==> src/rtl/fifo_arb_pkg.sv <==
// fifo_arb_pkg: shared state encoding, index width helper and counter width for the FIFO write arbiter
package fifo_arb_pkg;
    typedef enum logic [1:0] {IDLE, WRITE, ACK, RETRY} state_t;
    localparam int RETRY_CNT_W = 16;
    function automatic int idx_w(input int n);
        return (n > 1) ? $clog2(n) : 1;
    endfunction
endpackage

==> src/rtl/fifo_wr_arbiter_if.sv <==
// fifo_wr_arbiter_if: producer request/grant bus plus FIFO write-side signals
interface fifo_wr_arbiter_if #(
    parameter int NUM_REQ = 4,
    parameter int FIFO_WIDTH = 16
);
    import fifo_arb_pkg::*;
    logic [NUM_REQ-1:0] req;
    logic [NUM_REQ*FIFO_WIDTH-1:0] req_data;
    logic [NUM_REQ-1:0] gnt;
    logic [FIFO_WIDTH-1:0] fifo_data_in;
    logic fifo_wr_en;
    logic fifo_full;
    logic fifo_almostfull;
    logic fifo_wr_ack;
    logic fifo_overflow;
    logic busy;
    logic [RETRY_CNT_W-1:0] retry_cnt;
    modport master (
        input req, req_data, fifo_full, fifo_almostfull, fifo_wr_ack, fifo_overflow,
        output gnt, fifo_data_in, fifo_wr_en, busy, retry_cnt
    );
    modport slave (
        output req, req_data, fifo_full, fifo_almostfull, fifo_wr_ack, fifo_overflow,
        input gnt, fifo_data_in, fifo_wr_en, busy, retry_cnt
    );
endinterface

==> src/rtl/fifo_wr_arbiter_rr_pick.sv <==
// rr_pick: round-robin winner search starting just after rr_ptr, wrapping modulo NUM_REQ
module rr_pick
    import fifo_arb_pkg::*;
#(
    parameter int NUM_REQ = 4,
    parameter int IW = idx_w(NUM_REQ)
) (
    input  logic [NUM_REQ-1:0] req,
    input  logic [IW-1:0]      rr_ptr,
    output logic [IW-1:0]      winner,
    output logic               found
);
    logic [IW-1:0] idx;
    // walk from farthest to nearest so the nearest set request wins
    always_comb begin
        winner = '0;
        found = 1'b0;
        idx = '0;
        for (int k = NUM_REQ; k >= 1; k--) begin
            idx = IW'((int'(rr_ptr) + k) % NUM_REQ);
            winner = req[idx] ? idx : winner;
            found = found | req[idx];
        end
    end
endmodule

==> src/rtl/fifo_wr_arbiter.sv <==
// fifo_wr_arbiter: round-robin sharing of one FIFO write port with burst limit and overflow retry
module fifo_wr_arbiter
    import fifo_arb_pkg::*;
#(
    parameter int NUM_REQ = 4,
    parameter int FIFO_WIDTH = 16,
    parameter int MAX_BURST = 4
) (
    input logic clk,
    input logic rst,
    fifo_wr_arbiter_if.master bus
);
    localparam int IW = idx_w(NUM_REQ);
    state_t state, state_nx;
    logic [IW-1:0] rr_ptr, owner, pick, cap_idx;
    logic [3:0] burst_cnt;
    logic found, idle_grant, burst_cont, release_gnt, retry_hit, capture;

    rr_pick #(.NUM_REQ(NUM_REQ), .IW(IW)) u_pick (
        .req(bus.req),
        .rr_ptr(rr_ptr),
        .winner(pick),
        .found(found)
    );

    always_ff @(posedge clk or posedge rst) begin
        if (rst) begin
            state <= IDLE;
            rr_ptr <= IW'(NUM_REQ - 1);
            owner <= '0;
            burst_cnt <= '0;
            bus.gnt <= '0;
            bus.fifo_wr_en <= 1'b0;
            bus.fifo_data_in <= '0;
            bus.busy <= 1'b0;
            bus.retry_cnt <= '0;
        end else begin
            state <= state_nx;
            bus.gnt <= capture ? (NUM_REQ'(1) << cap_idx) : '0;
            bus.fifo_data_in <= capture ? bus.req_data[int'(cap_idx)*FIFO_WIDTH +: FIFO_WIDTH] : bus.fifo_data_in;
            bus.fifo_wr_en <= state_nx == WRITE;
            bus.busy <= state_nx != IDLE;
            bus.retry_cnt <= (retry_hit && bus.retry_cnt != '1) ? bus.retry_cnt + 1'b1 : bus.retry_cnt;
            owner <= capture ? cap_idx : owner;
            burst_cnt <= idle_grant ? 4'd1 : burst_cont ? burst_cnt + 4'd1 : burst_cnt;
            rr_ptr <= release_gnt ? owner : rr_ptr;
        end
    end

    // a missing ack is handled like an overflow so the held word is never dropped
    always_comb begin
        state_nx = (state == IDLE)  ? (idle_grant ? WRITE : IDLE) :
                   (state == WRITE) ? ACK :
                   (state == ACK)   ? (bus.fifo_wr_ack ? (burst_cont ? WRITE : IDLE) : RETRY) :
                   (bus.fifo_full ? RETRY : WRITE);
    end

    always_comb begin
        idle_grant = state == IDLE && found && !bus.fifo_full;
        burst_cont = state == ACK && bus.fifo_wr_ack && bus.req[owner] && burst_cnt < 4'(MAX_BURST)
                     && !bus.fifo_almostfull && !bus.fifo_full;
        release_gnt = state == ACK && bus.fifo_wr_ack && !burst_cont;
        retry_hit = state == ACK && !bus.fifo_wr_ack;
        capture = idle_grant || burst_cont;
        cap_idx = idle_grant ? pick : owner;
    end
endmodule
==> src/flat_wrapper.sv <==
// flat-port wrapper written by rule: the top's interface ports become plain ports
module fifo_wr_arbiter_flat import fifo_arb_pkg::*;
#(
    parameter int NUM_REQ = 4,
    parameter int FIFO_WIDTH = 16,
    parameter int MAX_BURST = 4
)
  (clk, rst, bus_req, bus_req_data, bus_fifo_full, bus_fifo_almostfull, bus_fifo_wr_ack, bus_fifo_overflow, bus_gnt, bus_fifo_data_in, bus_fifo_wr_en, bus_busy, bus_retry_cnt);
  fifo_wr_arbiter_if #(.NUM_REQ(NUM_REQ), .FIFO_WIDTH(FIFO_WIDTH)) bus_i ();
  input logic clk;
  input logic rst;
  input wire logic [$bits(bus_i.req)-1:0] bus_req;
  input wire logic [$bits(bus_i.req_data)-1:0] bus_req_data;
  input wire logic [$bits(bus_i.fifo_full)-1:0] bus_fifo_full;
  input wire logic [$bits(bus_i.fifo_almostfull)-1:0] bus_fifo_almostfull;
  input wire logic [$bits(bus_i.fifo_wr_ack)-1:0] bus_fifo_wr_ack;
  input wire logic [$bits(bus_i.fifo_overflow)-1:0] bus_fifo_overflow;
  output wire logic [$bits(bus_i.gnt)-1:0] bus_gnt;
  output wire logic [$bits(bus_i.fifo_data_in)-1:0] bus_fifo_data_in;
  output wire logic [$bits(bus_i.fifo_wr_en)-1:0] bus_fifo_wr_en;
  output wire logic [$bits(bus_i.busy)-1:0] bus_busy;
  output wire logic [$bits(bus_i.retry_cnt)-1:0] bus_retry_cnt;
  assign bus_i.req = bus_req;
  assign bus_i.req_data = bus_req_data;
  assign bus_i.fifo_full = bus_fifo_full;
  assign bus_i.fifo_almostfull = bus_fifo_almostfull;
  assign bus_i.fifo_wr_ack = bus_fifo_wr_ack;
  assign bus_i.fifo_overflow = bus_fifo_overflow;
  assign bus_gnt = bus_i.gnt;
  assign bus_fifo_data_in = bus_i.fifo_data_in;
  assign bus_fifo_wr_en = bus_i.fifo_wr_en;
  assign bus_busy = bus_i.busy;
  assign bus_retry_cnt = bus_i.retry_cnt;
  fifo_wr_arbiter #(.NUM_REQ(NUM_REQ), .FIFO_WIDTH(FIFO_WIDTH), .MAX_BURST(MAX_BURST)) u_core (.clk(clk), .rst(rst), .bus(bus_i));
endmodule
==> config.mk <==
export PLATFORM = sky130hd
export DESIGN_NAME = fifo_wr_arbiter_flat
export DESIGN_NICKNAME = d
export VERILOG_FILES = /design/src/rtl/fifo_arb_pkg.sv /design/src/rtl/fifo_wr_arbiter_if.sv /design/src/rtl/fifo_wr_arbiter_rr_pick.sv /design/src/rtl/fifo_wr_arbiter.sv /design/src/flat_wrapper.sv
export SDC_FILE = /design/constraint.sdc
export NUM_CORES = 1
export LEC_CHECK = 0
export BUFFER_PORTS_ARGS = -buffer_cell sky130_fd_sc_hd__buf_2
export CAP_MARGIN = 10
export CELL_PAD_IN_SITES_DETAIL_PLACEMENT = 0
export CELL_PAD_IN_SITES_GLOBAL_PLACEMENT = 1
export CORE_MARGIN = 1
export CORE_UTILIZATION = 34
export DETAILED_ROUTE_END_ITERATION = 7
export PLACE_DENSITY = 0.77
export SKIP_CTS_REPAIR_TIMING = 1
export SLEW_MARGIN = 0
export SYNTH_ARGS = -nofsm -noshare
export SYNTH_HDL_FRONTEND = slang
export SYNTH_SLANG_ARGS = --single-unit
==> constraint.sdc <==
create_clock -name clk -period 1.8 [get_ports clk]
set_input_delay 0.36 -clock clk [delete_from_list [all_inputs] [get_ports clk]]
set_output_delay 0.36 -clock clk [all_outputs]
set_load 0.02 [all_outputs]
# Yosys cells after proc, flatten, opt, wreduce, memory -nomap -nowiden
# Index checks and enable logic that the tools add are counted.
[op_classes] n_mux=25 n_mul=0 div_mod_pow=0 bitwise_logic=3 n_shift=2 reduce_logical=18 n_eq_ne=4 addsub=6 order_cmp=6
[op_table] op="variable part select 64 x 7 -> 16 bit" count=1
[op_table] op="2-to-1 mux 2 bit" count=10
[op_table] op="adder 16 x 1 -> 16 bit, second input constant" count=1
[op_table] op="inequality test 16 bit, second input constant" count=1
[op_table] op="< comparator 2 x 3 -> 1 bit, second input constant" count=5
[op_table] op="2-to-1 mux 4 bit" count=3
[op_table] op="binary-select mux 1 bit (select 2 bit)" count=5
[op_table] op="logical AND 1 bit" count=10
[op_table] op="2-to-1 mux 1 bit" count=7
[op_table] op="adder 2 x 1 -> 2 bit, second input constant" count=2
[op_table] op="adder 2 bit, second input constant" count=2
[op_table] op="adder 4 x 1 -> 4 bit, second input constant" count=1
[op_table] op="== test 2 x 1 -> 1 bit, second input constant" count=2
[op_table] op="logical NOT 1 bit" count=4
[op_table] op="< comparator 4 x 3 -> 1 bit, second input constant" count=1
[op_table] op="nonzero test 2 bit" count=2
[op_table] op="left shift 1 x 2 -> 4 bit, first input constant" count=1
[op_table] op="bitwise OR 1 bit" count=3
[op_table] op="== test 2 bit, second input constant" count=1
[op_table] op="logical NOT 2 bit" count=1
[op_table] op="logical OR 1 bit" count=1
[word_totals] reg_bits=48 input_bits=74 n_memories=0 rom_bits=0 latchBits=0 ramBits=0

# Depth between registers and ports, before layout
[logic_depth] ltp_word=12 depth_mapped=8 ltp_nobuf=6

# Hierarchy
# A second synthesis with hierarchy kept.
[hier_totals] hier_cells=263 area_unflattened_um2=2536.2
[by_module_without_submodules] mod="fifo_wr_arbiter" seq_area_each_um2=1203.7 instances=1 cells_per_inst=249 area_each_um2=2444.8
[by_module_without_submodules] mod="rr_pick" seq_area_each_um2=0.0 instances=1 cells_per_inst=14 area_each_um2=91.3

# Worst setup path before layout
# OpenSTA, ideal clock, no wires.
[synth_path] kind="reg2reg" from="register u_core.rr_ptr[0]" to="register u_core.bus.fifo_data_in[11]" slack_ns=-0.062 required_ns=1.674 setup_time_ns=0.126 path_stages_with_launch=9 n_path_buf=3 arrival_ns=1.736 synth_period_minus_slack_ns=1.862 path_cell_list="dfstp_2 buf_4 nor2b_1 o21a_1 buf_6 buf_12 o31ai_2 a21oi_1 o32a_1"
[synth_via] elab_chain_cells=10 word_cells_on_any_way=24 cone_classes="add/sub: 4; shift: 1; mux: 13; bitwise: 3; reduce/logical: 3"
[synth_lines] item="start, declared" line_no="fifo_wr_arbiter.sv:15" text="logic [IW-1:0] rr_ptr, owner, pick, cap_idx;"
[synth_lines] item="start signal, assigned" line_no="fifo_wr_arbiter.sv:29" text="rr_ptr <= IW'(NUM_REQ - 1);"
[synth_lines] item="start signal, assigned" line_no="fifo_wr_arbiter.sv:46" text="rr_ptr <= release_gnt ? owner : rr_ptr;"
[synth_lines] item="adder 2 x 1 -> 2 bit or adder 2 bit (tied branches)" line_no="fifo_wr_arbiter_rr_pick.sv:20" text="idx = IW'((int'(rr_ptr) + k) % NUM_REQ);"
[synth_lines] item="binary-select mux 1 bit (select 2 bit)" line_no="fifo_wr_arbiter_rr_pick.sv:21, fifo_wr_arbiter_rr_pick.sv:22"
[synth_lines] item="2-to-1 mux 1 bit (not written as such)" line_no="fifo_wr_arbiter_rr_pick.sv:21, fifo_wr_arbiter_rr_pick.sv:22"
[synth_lines] item="bitwise OR 1 bit (3 in series)" line_no="fifo_wr_arbiter_rr_pick.sv:22" text="found = found | req[idx];"
[synth_lines] item="logical AND 1 bit (2 in series)" line_no="fifo_wr_arbiter.sv:59" text="idle_grant = state == IDLE && found && !bus.fifo_full;"
[synth_lines] item="2-to-1 mux 2 bit" line_no="fifo_wr_arbiter.sv:65" text="cap_idx = idle_grant ? pick : owner;"
[synth_lines] item="variable part select 64 x 7 -> 16 bit" line_no="fifo_wr_arbiter.sv:40" text="bus.fifo_data_in <= capture ? bus.req_data[int'(cap_idx)*FIFO_WIDTH +: FIFO_WIDTH] : bus.fifo_data_in;"
[synth_lines] item="end signal, assigned" line_no="fifo_wr_arbiter.sv:40"
[synth_lines] item="end, declared" line_no="fifo_wr_arbiter_if.sv:20" text="output gnt, fifo_data_in, fifo_wr_en, busy, retry_cnt"
# Parallel ways exist; a longest one is shown, timed or not. The select of a mux whose other input is x is not followed.
# A chain may end at the register's enable or synchronous reset.

# Worst setup path after layout
[layout_path] from="register u_core.rr_ptr[0]" to="register u_core.bus.fifo_data_in[5]"
# Same word-level chain as after synthesis.

==> impl_summary.md <==
Outcome
The run finished, with violations left. The checks that failed: setup timing.

Yosys
By count the netlist is led by dfrtp_1, nor2_1, a21oi_1. The number of nets handed over by synthesis was about 420. In the synthesized netlist the dominant register cell turns out to be dfrtp_1. After synthesis, the netlist uses 49 different library cells.

The most common cell in the synthesized netlist is dfrtp_1. In the synthesized netlist the async set-or-reset flop fraction comes to 1.00. The Yosys step of the flow raised 0 warnings. Of the synthesized area, sequential elements account for 0.357. The register bit total from synthesis is 48. The mean cell area of the mapped netlist is around 10 um2. The cell area after synthesis is ~3400 um2.

The leading area contributor after synthesis is dfrtp_1. The share of Yosys cell area claimed by the top area cell type is 0.341. The number of standard cells after synthesis is about 350. In the post-synthesis netlist, the biggest area contributors are dfrtp_1, mux4_2, a21oi_1, nand4_1, nor2_1. Counting flops with a built-in enable in the synthesized netlist gives 0.

Critical path
The signal on the critical path passes through nor2b_2 -> o21a_2 -> buf_6 -> o31ai_2 -> a21oi_1 -> o32a_1. The slowest stage cell on the critical path is dfstp_2. Data on the critical path arrives at its endpoint at about 2 ns.

On the critical path the largest part of the delay comes from compound AO/OA/AOI/OAI gates. In this run the register-to-register setup slack is -0.02 ns. In this design, the stage delay of the slowest critical-path cell is around 0.6 ns. The worst setup path is launched from a flop. The kind of end point of the critical path is a flop. The type of the worst setup path is reg -> reg. For the worst setup path, the data required time is slightly below 2 ns.

The maximum fanout along the worst path is 6. Counting both buffers and inverters, the worst setup path holds a total of 1.

Routing
The via density per instance is about 5.6. The detailed-routing iteration count for the pre-antenna-repair pass is 4. For this block, the initial DRC count from the detailed router was 171. For this run, design rule violations remaining after detail routing come to 0. The number of nets still failing antenna checks after routing is 0.

The via count is between 3000 and 4000. The per-cell routed wire length is 16.8 um. The final wirelength is between 10000 and 15000 um.

Power
Summed over all cells, the static leakage comes to 2.12 nW. The maximum ir drop on the vdd rail is ~0.55 mV. The total power is around 6.2 mW.

The ratio of total power to cell area is approximately 1300 nW/um2.

STA
For the finished layout, the period the worst path requires is between 1.5 and 2 ns. On the final layout, the worst hold slack is a little over 0.06 ns. The setup total negative slack is -0.0340 ns. Setup violations remaining at the end of the flow were counted as 3. Headroom to the max-slew limit came out at 0.689. Setup repair after global routing could not meet its margin everywhere. The final hold violation count is 0.

Between clock sinks in the finished design, the worst skew comes to 0.00954 ns. The worst setup slack after layout is -0.0218 ns. The final count of pins violating max slew came to 0.

At the pin with the least slew margin, the transition time is roughly 0.47 ns. The peak clock frequency supported by timing is approximately 550 MHz. Of the available clock period, the critical path in the final layout requires 1.01.

GRT
The number of antenna violations at the first check in global routing was 0. The pin count of the biggest net entering global routing is 24. The global-route wire length before repair is ~16000 um. Across every metal layer, demand over resource in global routing totals 0.196. The sum of overflow across all layers after global routing is 0. The via count of the first global-routing pass is roughly 3300.

Worst hold path
The class of the most critical hold timing path is in -> async.

Floorplanning
The floorplan die width is just over 100 um. The floorplan has 35 rows. The initial standard-cell utilization of the core is 0.358. The region available for standard cell placement spans approximately 9400 um2.

The top-level port count is about 110. The die covers between 10000 and 15000 um2. The floorplan step set the die height to 102 um.

Clocking
The buffer levels on the longest clock path is 2. The TritonCTS clock tree is built. In this run, CTS created clock tree buffers numbering 5. The H-tree depth reported by CTS is 2. The library cell used as clock root buffer is clkbuf_8. The clock transition at the registers of the reported paths is ~0.10 ns.

The clock insertion delay at the later pin of the skew report is 0.30 ns. The tree built by TritonCTS fans out to 48 sinks.

Layout
The repair_antennas step left the layout with diodes totalling 0. The area added between synthesis and finish is 44.1%. In the final layout, the share of cells above drive strength 1 is 0.506. The layout has just under 900 filler cells.

Measured on the finished design, the core utilization comes to 0.516. The net count of the finished layout is 567.

Place
At the end of routability-driven placement, the weighted congestion stood at ~0.90. The count of port buffers added during placement is 110. The wire-length estimate of the detail-placed layout is 7520 um.

Job
Across the run, the number of max-cap violations was 0.
==> cell usage in the layout, fill, tap and decap left out, types with 3 or more instances in the layout <==
cell type / netlist / layout
buf_4: 3 / 43
buf_12: 1 / 7
xor2_1: 3 / 3
dfrtp_2: 0 / 3
mux4_2: 17 / 17
a21o_1: 5 / 4
and4_1: 5 / 5
o21a_1: 4 / 3
and3_1: 12 / 12
clkbuf_8: 0 / 5
nand3_1: 15 / 13
nand4_1: 20 / 20
buf_2: 11 / 110
a21oi_2: 0 / 7
o32a_1: 8 / 8
nand2b_1: 5 / 4
o31ai_4: 0 / 10
o31ai_2: 9 / 7
o22ai_1: 10 / 9
dfrtp_1: 46 / 43
a31oi_1: 8 / 8
o21ai_0: 5 / 5
nor3_1: 4 / 4
inv_1: 6 / 5
nor3b_1: 9 / 8
nor2_1: 31 / 31
a21oi_1: 26 / 18
nand2_1: 16 / 16
buf_6: 2 / 5
a22oi_2: 0 / 7
xnor2_1: 9 / 9
==> layer usage <==
| metal | up-vias | global-route usage | part of all wire | wire (um) |
|---|---|---|---|---|
| li1 | 1636 | - | - | - |
| met1 | 1677 | 0.250 | 0.41 | 4290 |
| met2 | 146 | 0.343 | 0.52 | 5390 |
| met3 | 4 | 0.0331 | 0.071 | 746 |
| met4 | 0 | 0.0502 | 0.0028 | 29 |
| met5 | - | 0 | 0 | 0 |
==> report_power, final <==
group	internal, mW	leakage [nW]	switching (mW)	total [mW]
Combinational	1.72	1.47	1.93	3.65
Clock	0.412	0.0541	0.378	0.789
Sequential	1.46	0.593	0.296	1.76
==> final timing paths <==
check,startpoint,depth (start not counted),to
max in group asynchronous,rst,3,u_core.bus.gnt[3]$_DFF_PP0_
min in group clk,bus_req_data[20],3,u_core.bus.fifo_data_in[4]$_DFFE_PP0P_
setup / recovery,u_core.rr_ptr[0]$_DFFE_PP1P_,6,u_core.bus.fifo_data_in[5]$_DFFE_PP0P_
hold / removal,rst,2,u_core.bus.fifo_data_in[3]$_DFFE_PP0P_
hold reg to reg,u_core.bus.retry_cnt[7]$_DFFE_PP0P_,1,u_core.bus.retry_cnt[7]$_DFFE_PP0P_
setup reg to reg,u_core.rr_ptr[0]$_DFFE_PP1P_,6,u_core.bus.fifo_data_in[5]$_DFFE_PP0P_
==> through the flow <==
step / cell area, um2 / setup WS (ns) / instances
finish: 4860 / -0.0218 / 621
global route: 4860 / -0.104 / 621
CTS: 4460 / -0.254 / 610
detailed placement: 4350 / -0.229 / 602
global placement: 4350 / -0.194 / 602
floorplan: 3390 / -0.0184 / 346
==> cell type report <==
class	instances	area, um2	area share
multi-input combinational	264	2270	0.468
sequential	48	1210	0.248
timing repair buffer	166	1080	0.223
tap	129	161	0.0332
clock buffer	5	68.8	0.0142
clock inverter	3	42.5	0.00875
inverter	6	22.5	0.00463
==> state kept, by name (all words and copies together) (netlist names) <==
register,cells
u_core.state,2
u_core.bus.fifo_wr_en,1
u_core.bus.busy,1
u_core.bus.retry_cnt,16
u_core.bus.gnt,4
u_core.rr_ptr,2
u_core.bus.fifo_data_in,16
u_core.owner,2
u_core.burst_cnt,4
==> cell families (layout without fill, tap and decap cells) <==
group           after synthesis  in the layout  share of synthesized area
fa+ha+maj                     2              2                    0.00742
buf+inv                      34            180                     0.0549
compound gates               99             99                      0.213
mux                          19             19                      0.120
flops                        48             48                      0.357
xor+xnor                     12             12                     0.0312
simple gates                132            132                      0.217
Power figures use the tool's default switching activity.
